<file path="src/rtl/sd_rd_fifo_if.sv">
// ---------------------------------------------------------------------------
// sd_rd_fifo_if
// Byte stream bundle between the SD read path, the read FIFO and the UART.
//   wr_en / wr_data   : byte strobe into the FIFO
//   full              : FIFO storage holds DEPTH bytes
//   tx_valid/tx_data  : FIFO output register toward the UART
//   tx_ready          : UART accepts the byte on tx_valid & tx_ready
//   fifo_done         : one-cycle end-of-sector pulse
//   overflow          : sticky write-while-full flag
// Modports: master = SD reader / UART side, slave = the FIFO.
// ---------------------------------------------------------------------------
interface sd_rd_fifo_if;
    logic       wr_en;
    logic [7:0] wr_data;
    logic       full;
    logic       tx_valid;
    logic [7:0] tx_data;
    logic       tx_ready;
    logic       fifo_done;
    logic       overflow;

    modport master (
        output wr_en, wr_data, tx_ready,
        input  full, tx_valid, tx_data, fifo_done, overflow
    );

    modport slave (
        input  wr_en, wr_data, tx_ready,
        output full, tx_valid, tx_data, fifo_done, overflow
    );
endinterface

</file>
<file path="src/rtl/sd_rd_fifo.sv">
// ---------------------------------------------------------------------------
// sd_rd_fifo
// Byte FIFO between the SD sector reader and the UART transmitter. Bytes are
// stored in a DEPTH x 8 circular memory, moved into a single output register
// (tx_valid/tx_data) and handed to the UART with a valid/ready handshake.
// Handshakes are counted; fifo_done pulses for one cycle after the final
// byte of each SECTOR_BYTES-byte sector.
//
// Ports:
//   sd_ck  : clock, rising edge
//   rst    : synchronous active-high reset
//   clr    : synchronous flush, same effect as rst
//   bus    : sd_rd_fifo_if.slave (wr_en, wr_data, full, tx_valid, tx_data,
//            tx_ready, fifo_done, overflow)
//
// Build option: define SD_FIFO_OVF_EN to build the sticky overflow flag;
// otherwise overflow is tied low. Dropped writes behave the same either way.
// ---------------------------------------------------------------------------
module sd_rd_fifo #(
    parameter int DEPTH        = 16,
    parameter int AW           = 4,
    parameter int SECTOR_BYTES = 512
) (
    input  logic          sd_ck,
    input  logic          rst,
    input  logic          clr,
    sd_rd_fifo_if.slave   bus
);

    localparam logic [AW:0] DEPTH_C  = (AW+1)'(DEPTH);
    localparam logic [9:0]  SEC_LAST = 10'(SECTOR_BYTES - 1);

    logic [7:0]    mem [DEPTH];

    logic [AW-1:0] wr_ptr_reg;
    logic [AW-1:0] rd_ptr_reg;
    logic [AW:0]   count_reg;
    logic [AW:0]   count_next;
    logic          full_reg;
    logic          tx_valid_reg;
    logic [7:0]    tx_data_reg;
    logic [9:0]    sec_cnt_reg;
    logic          fifo_done_reg;

    logic          flush;
    logic          wr_accept;
    logic          load;
    logic          handshake;
    logic          sec_last;

    always_comb begin
        flush     = rst | clr;
        // full_reg always equals (count_reg == DEPTH), so it gates writes
        wr_accept = bus.wr_en & ~full_reg;
        load      = (count_reg != '0) & (~tx_valid_reg | bus.tx_ready);
        handshake = tx_valid_reg & bus.tx_ready;
        sec_last  = (sec_cnt_reg == SEC_LAST);

        count_next = count_reg;
        case ({wr_accept, load})
            2'b10:   count_next = count_reg + 1'b1;
            2'b01:   count_next = count_reg - 1'b1;
            default: count_next = count_reg;
        endcase
    end

    // Storage array: no reset so it maps onto block/distributed RAM.
    // A write and a load never target the same entry: the load reads an
    // occupied slot, the write fills a free one.
    always_ff @(posedge sd_ck) begin
        if (wr_accept && !flush) begin
            mem[wr_ptr_reg] <= bus.wr_data;
        end
    end

    always_ff @(posedge sd_ck) begin
        if (flush) begin
            wr_ptr_reg    <= '0;
            rd_ptr_reg    <= '0;
            count_reg     <= '0;
            full_reg      <= 1'b0;
            tx_valid_reg  <= 1'b0;
            tx_data_reg   <= 8'h00;
            sec_cnt_reg   <= '0;
            fifo_done_reg <= 1'b0;
        end else begin
            if (wr_accept) begin
                wr_ptr_reg <= wr_ptr_reg + 1'b1;
            end

            // Registered read: the output stage is the RAM read register
            if (load) begin
                tx_data_reg  <= mem[rd_ptr_reg];
                tx_valid_reg <= 1'b1;
                rd_ptr_reg   <= rd_ptr_reg + 1'b1;
            end else if (handshake) begin
                tx_valid_reg <= 1'b0;
            end

            count_reg <= count_next;
            full_reg  <= (count_next == DEPTH_C);

            if (handshake) begin
                sec_cnt_reg <= sec_last ? 10'd0 : sec_cnt_reg + 10'd1;
            end
            fifo_done_reg <= handshake & sec_last;
        end
    end

`ifdef SD_FIFO_OVF_EN
    logic overflow_reg;

    always_ff @(posedge sd_ck) begin
        if (flush) begin
            overflow_reg <= 1'b0;
        end else if (bus.wr_en && full_reg) begin
            overflow_reg <= 1'b1;
        end
    end

    assign bus.overflow = overflow_reg;
`else
    assign bus.overflow = 1'b0;
`endif

    assign bus.full      = full_reg;
    assign bus.tx_valid  = tx_valid_reg;
    assign bus.tx_data   = tx_data_reg;
    assign bus.fifo_done = fifo_done_reg;

endmodule

</file>
<file path="src/flat_wrapper.sv">
// flat-port wrapper written by rule: the top's interface ports become plain ports
module sd_rd_fifo_flat 
#(
    parameter int DEPTH        = 16,
    parameter int AW           = 4,
    parameter int SECTOR_BYTES = 512
)
  (sd_ck, rst, clr, bus_wr_en, bus_wr_data, bus_tx_ready, bus_full, bus_tx_valid, bus_tx_data, bus_fifo_done, bus_overflow);
  sd_rd_fifo_if bus_i ();
  input  logic sd_ck;
  input  logic rst;
  input  logic clr;
  input wire logic [$bits(bus_i.wr_en)-1:0] bus_wr_en;
  input wire logic [$bits(bus_i.wr_data)-1:0] bus_wr_data;
  input wire logic [$bits(bus_i.tx_ready)-1:0] bus_tx_ready;
  output wire logic [$bits(bus_i.full)-1:0] bus_full;
  output wire logic [$bits(bus_i.tx_valid)-1:0] bus_tx_valid;
  output wire logic [$bits(bus_i.tx_data)-1:0] bus_tx_data;
  output wire logic [$bits(bus_i.fifo_done)-1:0] bus_fifo_done;
  output wire logic [$bits(bus_i.overflow)-1:0] bus_overflow;
  assign bus_i.wr_en = bus_wr_en;
  assign bus_i.wr_data = bus_wr_data;
  assign bus_i.tx_ready = bus_tx_ready;
  assign bus_full = bus_i.full;
  assign bus_tx_valid = bus_i.tx_valid;
  assign bus_tx_data = bus_i.tx_data;
  assign bus_fifo_done = bus_i.fifo_done;
  assign bus_overflow = bus_i.overflow;
  sd_rd_fifo #(.DEPTH(DEPTH), .AW(AW), .SECTOR_BYTES(SECTOR_BYTES)) u_core (.sd_ck(sd_ck), .rst(rst), .clr(clr), .bus(bus_i));
endmodule
</file>
<file path="config.mk">
export PLATFORM = sky130hd
export DESIGN_NAME = sd_rd_fifo_flat
export DESIGN_NICKNAME = d
export VERILOG_FILES = /design/src/rtl/sd_rd_fifo_if.sv /design/src/rtl/sd_rd_fifo.sv /design/src/flat_wrapper.sv
export SDC_FILE = /design/constraint.sdc
export NUM_CORES = 1
export LEC_CHECK = 0
export CAP_MARGIN = 20
export CORE_AREA = 2 2 117 119
export DETAILED_ROUTE_END_ITERATION = 16
export DIE_AREA = 0 0 119 121
export MAX_ROUTING_LAYER = met4
export PLACE_DENSITY = 0.64
export SYNTH_ARGS = -nofsm -noshare
export SYNTH_HDL_FRONTEND = slang
export SYNTH_SLANG_ARGS = --single-unit
</file>
<file path="constraint.sdc">
create_clock -name sd_ck -period 5.08 [get_ports sd_ck]
set_clock_uncertainty 0.1 [all_clocks]
set_input_delay 1.27 -clock sd_ck [delete_from_list [all_inputs] [get_ports sd_ck]]
set_output_delay 1.27 -clock sd_ck [all_outputs]
set_load 0.01 [all_outputs]
</file>
# After elaboration in Yosys (flattened, before gate mapping)
# Memories as Yosys holds them, arrays and structs flattened. A register that Yosys moved wholly into a read port is not among the register bits.
# Cells that the tools add are included.
# W data, S select, Z words.
[classes]
add_sub_neg = 5
n_mul = 0
n_div = 0
magnitude_cmp = 0
eq_ne = 4
shifts = 0
mux = 6
bitwise = 8
n_reduce_logical = 4
[ops]
columns = ["cell", "count"]
rows = [
  ["$add A10 B1 Y10 const B", 1],
  ["$eq A10 B9 Y1 const B", 1],
  ["$mux W10", 1],
  ["$pmux W5 S2", 1],
  ["$add A4 B1 Y4 const B", 2],
  ["$add A5 B1 Y5 const B", 1],
  ["$eq A5 B5 Y1 const B", 1],
  ["$reduce_bool A5 Y1", 1],
  ["$sub A5 B1 Y5 const B", 1],
  ["$and A1 B1 Y1", 4],
  ["$mux W1", 4],
  ["$eq A2 B1 Y1 const B", 1],
  ["$eq A2 B2 Y1 const B", 1],
  ["$not A1 Y1", 2],
  ["$or A1 B1 Y1", 2],
  ["$reduce_bool A2 Y1", 1],
  ["$logic_and A1 B1 Y1", 1],
  ["$logic_not A1 Y1", 1],
]
[totals]
ff_bits = 26
latchBits = 0
ram_bits = 128
romBits = 0
in_bits = 13
output_inout_bits = 12
word_cells = 35
n_memories = 1
[mem_list]
columns = ["memory", "words", "width", "read_ports", "rd_ports_with_merged_regs", "wr", "line_no", "text"]
rows = [
  ["u_core.mem", 16, 8, 1, 1, 1, "sd_rd_fifo.sv:33", "logic [7:0] mem [DEPTH];"],
]

# Depth between registers and ports, before layout
[logic_depth]
word_depth = 6
mapped_depth = 12
ltp_nobuf = 10

# Worst setup path before layout
# No wires, ideal clock.
[synth_timing]
kind = "input to register"
from = "input port bus_wr_en"
to = "register u_core.full_reg (netlist: u_core.bus.full)"
setup_time_ps = 116
arrival_ps = 3368
required_time_ps = 4864
path_slack_ps = 1496
stages = 10
n_path_buf = 2
cell_sequence = "nor2b_1 > clkbuf_1 > inv_1 > ha_1 > clkbuf_1 > nor3_1 > and4b_1 > a311o_1 > mux2i_1 > and4_1"
[synth_via]
elab_chain_len = 4
elab_cells_between_ends = 5
[synth_lines]
columns = ["element", "line_no", "text"]
rows = [
  ["from (decl)", "flat_wrapper.sv:13", "input wire logic [$bits(bus_i.wr_en)-1:0] bus_wr_en;"],
  ["$and A1 B1 Y1 (*)", "sd_rd_fifo.sv:54", "wr_accept = bus.wr_en & ~full_reg;"],
  ["$eq A2 B1 Y1 or $eq A2 B2 Y1 (tied branches)", "sd_rd_fifo.sv:60", "case ({wr_accept, load})"],
  ["$pmux W5 S2 (*)", "sd_rd_fifo.sv:60", ""],
  ["$eq A5 B5 Y1 (*)", "sd_rd_fifo.sv:101", "full_reg <= (count_next == DEPTH_C);"],
  ["to (signal assigned)", "sd_rd_fifo.sv:101", ""],
  ["to (decl)", "sd_rd_fifo.sv:39", "logic full_reg;"],
]
# Every way passes the cells marked *; elsewhere a longest branch is shown, timed or not.
# A chain may end at the register's enable or synchronous reset.

# Worst setup path in the final report
[layout_timing]
from = "input port bus_tx_ready"
to = "register u_core.full_reg (netlist: u_core.bus.full)"
[layout_via]
elab_chain_len = 5
elab_cells_between_ends = 6
[layout_lines]
columns = ["element", "line_no", "text"]
rows = [
  ["from (decl)", "flat_wrapper.sv:15", "input wire logic [$bits(bus_i.tx_ready)-1:0] bus_tx_ready;"],
  ["$or A1 B1 Y1 (*)", "sd_rd_fifo.sv:55", "load = (count_reg != '0) & (~tx_valid_reg | bus.tx_ready);"],
  ["$and A1 B1 Y1 (*)", "sd_rd_fifo.sv:55", ""],
  ["$eq A2 B1 Y1 or $eq A2 B2 Y1 (tied branches)", "sd_rd_fifo.sv:60", ""],
  ["$pmux W5 S2 (*)", "sd_rd_fifo.sv:60", ""],
  ["$eq A5 B5 Y1 (*)", "sd_rd_fifo.sv:101", ""],
]
# Marked as above.

==> summary.md <==
| Metric | Value |
|---|---|
| Total GRT Usage | a little under a fifth |
| Worst skew pair latency | between 400 and 500 ps |
| Fraction of layout cells with a size suffix above 1 | between 10% and 20% |
| Max transition margin | between 30% and 40% |
| EDFF count, synth | between 100 and 150 |
| Net count reported at finish | about 450 |
| Maximum VDD drop | roughly 0.00023 V |
| Initial DRC Count | 321 |
| Layout Cells excl Fill | just over 600 |
| Clock sinks | about 160 |
| Final hold viol count | 0 |
| Total number of H-tree levels | 4 |
| Largest register FFs | between 100 and 150 |
| Worst-path clk slew | around 70 ps |
| Initial Utilization | between 40 and 50% |
| Slew at the pin closest to its max-slew limit | a little under 1000 ps |
| Core area | around 0.013 mm2 |
| Crit start category | primary input |
| Total number of vias | between 3000 and 4000 |
| Clk buf depth | 2 |
| Die X | 119 um |
| Synth unique cells | 45 |
| CTS tree | built |
| Die footprint | 0.0144 mm2 |
| DR vias/cell | about 5.5 |
| WHS | roughly 400 ps |
| Drt wl/cell | about 20 um |
| Post-Syn Nets | 420 |
| Boundary pin count | 25 |
| Chip Height | 121 um |
| Cell Area, Synth | around 0.0065 mm2 |
| Syn. warnings | 0 |
| Vias in the first global route | between 3000 and 4000 |
| Final weighted congestion in routability-driven placement | between 0.8 and 0.9 |
| Hold Buf Count CTS | 0 |
| DRT antenna net count | 0 |
| Dominant synthesized flop cell | edfxtp_1 |
| Worst hold start | u_core.bus.tx_data[7] |
| Largest net degree at the start of global routing | 25 |
| Seq/Total Area, Yosys | ~70% |
| Antenna diodes | 0 |
| Period minus WS final | around 3500 ps |
| Setup_tns | 0 ps |
| Cells after DPL | just under 600 |
| Timing-limited maximum frequency | between 200 and 300 MHz |
| # rows | 42 |
| CTS-repair resized insts | 0 |
| TritonCTS buffer count | 17 |
| Status | finished clean |
| P_leak | about 2.4 nW |
| Placed cell areas | roughly 0.0069 mm2 |
| Tcrit/Tclk final | between 60% and 70% |
| Setup crit start | bus_tx_ready |
| Antenna violations before repair | 0 |
| CTS root buffer | clkbuf_16 |
| Setup violators final | 0 |
| Asr flop ratio synth | 0% |
| Drt pass-1 iters | 4 |
| Hpwl dp | 7680 um |
| Critical register-to-register path startpoint | u_core.count_reg[0] |
| Post-CTS setup buffer count | 0 |
| RSZ-0062 raised after global routing | false |
| Pins Over Slew Limit | 0 |
| CP Data Required Time | ~5300 ps |
| Final instance area | between 0.007 and 0.008 mm2 |
| Maxcap violations | 0 |
| First-pass GRT wire length | ~19000 um |
| Fill cell count | 1015 |
| DRC Markers | 0 |
| Crit Path Category | in -> reg |
| P&R area growth vs syn | 15.6% |
| PortBufs | 23 |
| Mapped Avg Cell Area | around 16 um2 |
| Pwr Total | 0.00320 W |
| Crit path DAT | around 3700 ps |
| Post-Syn Instances | 399 |
| Seq cells post-synth | between 150 and 200 |
| Setup crit end kind | flip-flop |
| Pwr per Cell Area | about 430 mW/mm2 |
| Total Wirelength | 12200 um |
| Grt ovf | 0 |
| Tightest Hold Check Type | reg -> reg |
| Critical-path maximum fanout | 14 |
## per-layer routing
metal / routed length, um / GRT usage (%) / vias up
li1: - / - / 1601
met1: 5660 / 25.8 / 1712
met2: 5920 / 28.3 / 76
met3: 533 / 4.70 / 8
met4: 91 / 6.70 / 0
met5: 0 / - / -
## logic make-up after synthesis
| group | count (synthesis) | synth area share (%) |
|---|---|---|
| xor+xnor | 18 | 2.43 |
| other cells | 1 | 0.0578 |
| compound gates | 40 | 4.86 |
| simple gates | 109 | 7.85 |
| mux | 35 | 11.6 |
| buf+inv | 26 | 1.89 |
| fa+ha+maj | 8 | 1.54 |
| flops | 162 | 69.8 |
## metrics by stage
stage	util, %	setup slack [ps]
floorplan	-	1500
CTS	57.3	1620
detailed placement	52.7	1190
finish	57.3	1610
global placement	52.7	1240
global route	57.3	1470
## cell usage in the layout (no fill, tap or decap), drive strengths merged, types with 2 or more instances in the layout
master | synthesis | layout
clkinvlp | 0 | 3
nor2b | 7 | 7
o22ai | 8 | 8
dfxtp | 34 | 34
inv | 3 | 8
a22o | 9 | 9
xnor2 | 5 | 5
nand2 | 25 | 25
nand2b | 4 | 4
clkdlybuf4s50 | 0 | 23
clkbuf | 8 | 18
buf | 15 | 9
ha | 8 | 8
clkinv | 0 | 3
a21oi | 5 | 5
a221oi | 8 | 8
nand4 | 5 | 5
mux4 | 32 | 32
nand3 | 8 | 8
mux2i | 3 | 3
nor3 | 8 | 8
bufinv | 0 | 3
nor2 | 43 | 43
and4 | 2 | 2
xor2 | 13 | 13
edfxtp | 128 | 128
and2 | 2 | 2
## cells in the mapped netlist (2+ instances only)
| cell type | instances | area, um2 |
|---|---|---|
| edfxtp_1 | 128 | 3840 |
| dfxtp_1 | 34 | 681 |
| buf_2 | 7 | 35.0 |
| nand2_1 | 25 | 93.8 |
| xor2_1 | 13 | 114 |
| mux4_2 | 32 | 721 |
| a21oi_1 | 5 | 25.0 |
| nor2b_1 | 6 | 37.5 |
| buf_4 | 2 | 15.0 |
| nand4_1 | 5 | 31.3 |
| xnor2_1 | 5 | 43.8 |
| nand2b_1 | 4 | 25.0 |
| a22o_1 | 9 | 78.8 |
| nor3_1 | 7 | 35.0 |
| ha_1 | 8 | 100 |
| mux2i_1 | 3 | 30.0 |
| clkbuf_1 | 7 | 26.3 |
| a221oi_1 | 8 | 70.1 |
| and4_1 | 2 | 17.5 |
| o22ai_1 | 8 | 50.1 |
| nand3_1 | 8 | 40.0 |
| inv_1 | 3 | 11.3 |
| nor2_1 | 43 | 161 |
| and2_1 | 2 | 12.5 |
| buf_1 | 5 | 18.8 |
## area by class of cell
type,instances,area [um2],area share [%]
inverters,3,11.3,0.150
repair buffers,32,298,3.97
flip-flops and latches,162,4530,60.4
clock buffers,18,429,5.72
clock inverters,14,176,2.35
well taps,176,220,2.94
multi-input cells,211,1840,24.5
## worst paths after layout
path | to | slack [ps] | cells after the start
max | u_core.bus.full | 1610 | 10
min | u_core.bus.tx_data[7] | 390 | 2
min reg2reg | u_core.bus.tx_data[7] | 390 | 2
max reg2reg | u_core.bus.full | 2290 | 10
## worst max-delay path, cell delays in order
cell and delay, ps:
clkdlybuf4s50_1 480, nor2b_2 280, nor2_1 70, buf_4 190
ha_1 480, nor3_1 100, and4b_1 200, a311o_1 280
mux2i_1 180, and4_1 200
## where the power goes
| group | switching [W] | internal, W |
|---|---|---|
| sequential | 0.0000539 | 0.00145 |
| clock | 0.000525 | 0.000781 |
| combinational | 0.000182 | 0.000202 |
| total | 0.000761 | 0.00244 |
Power figures use the tool's default switching activity.
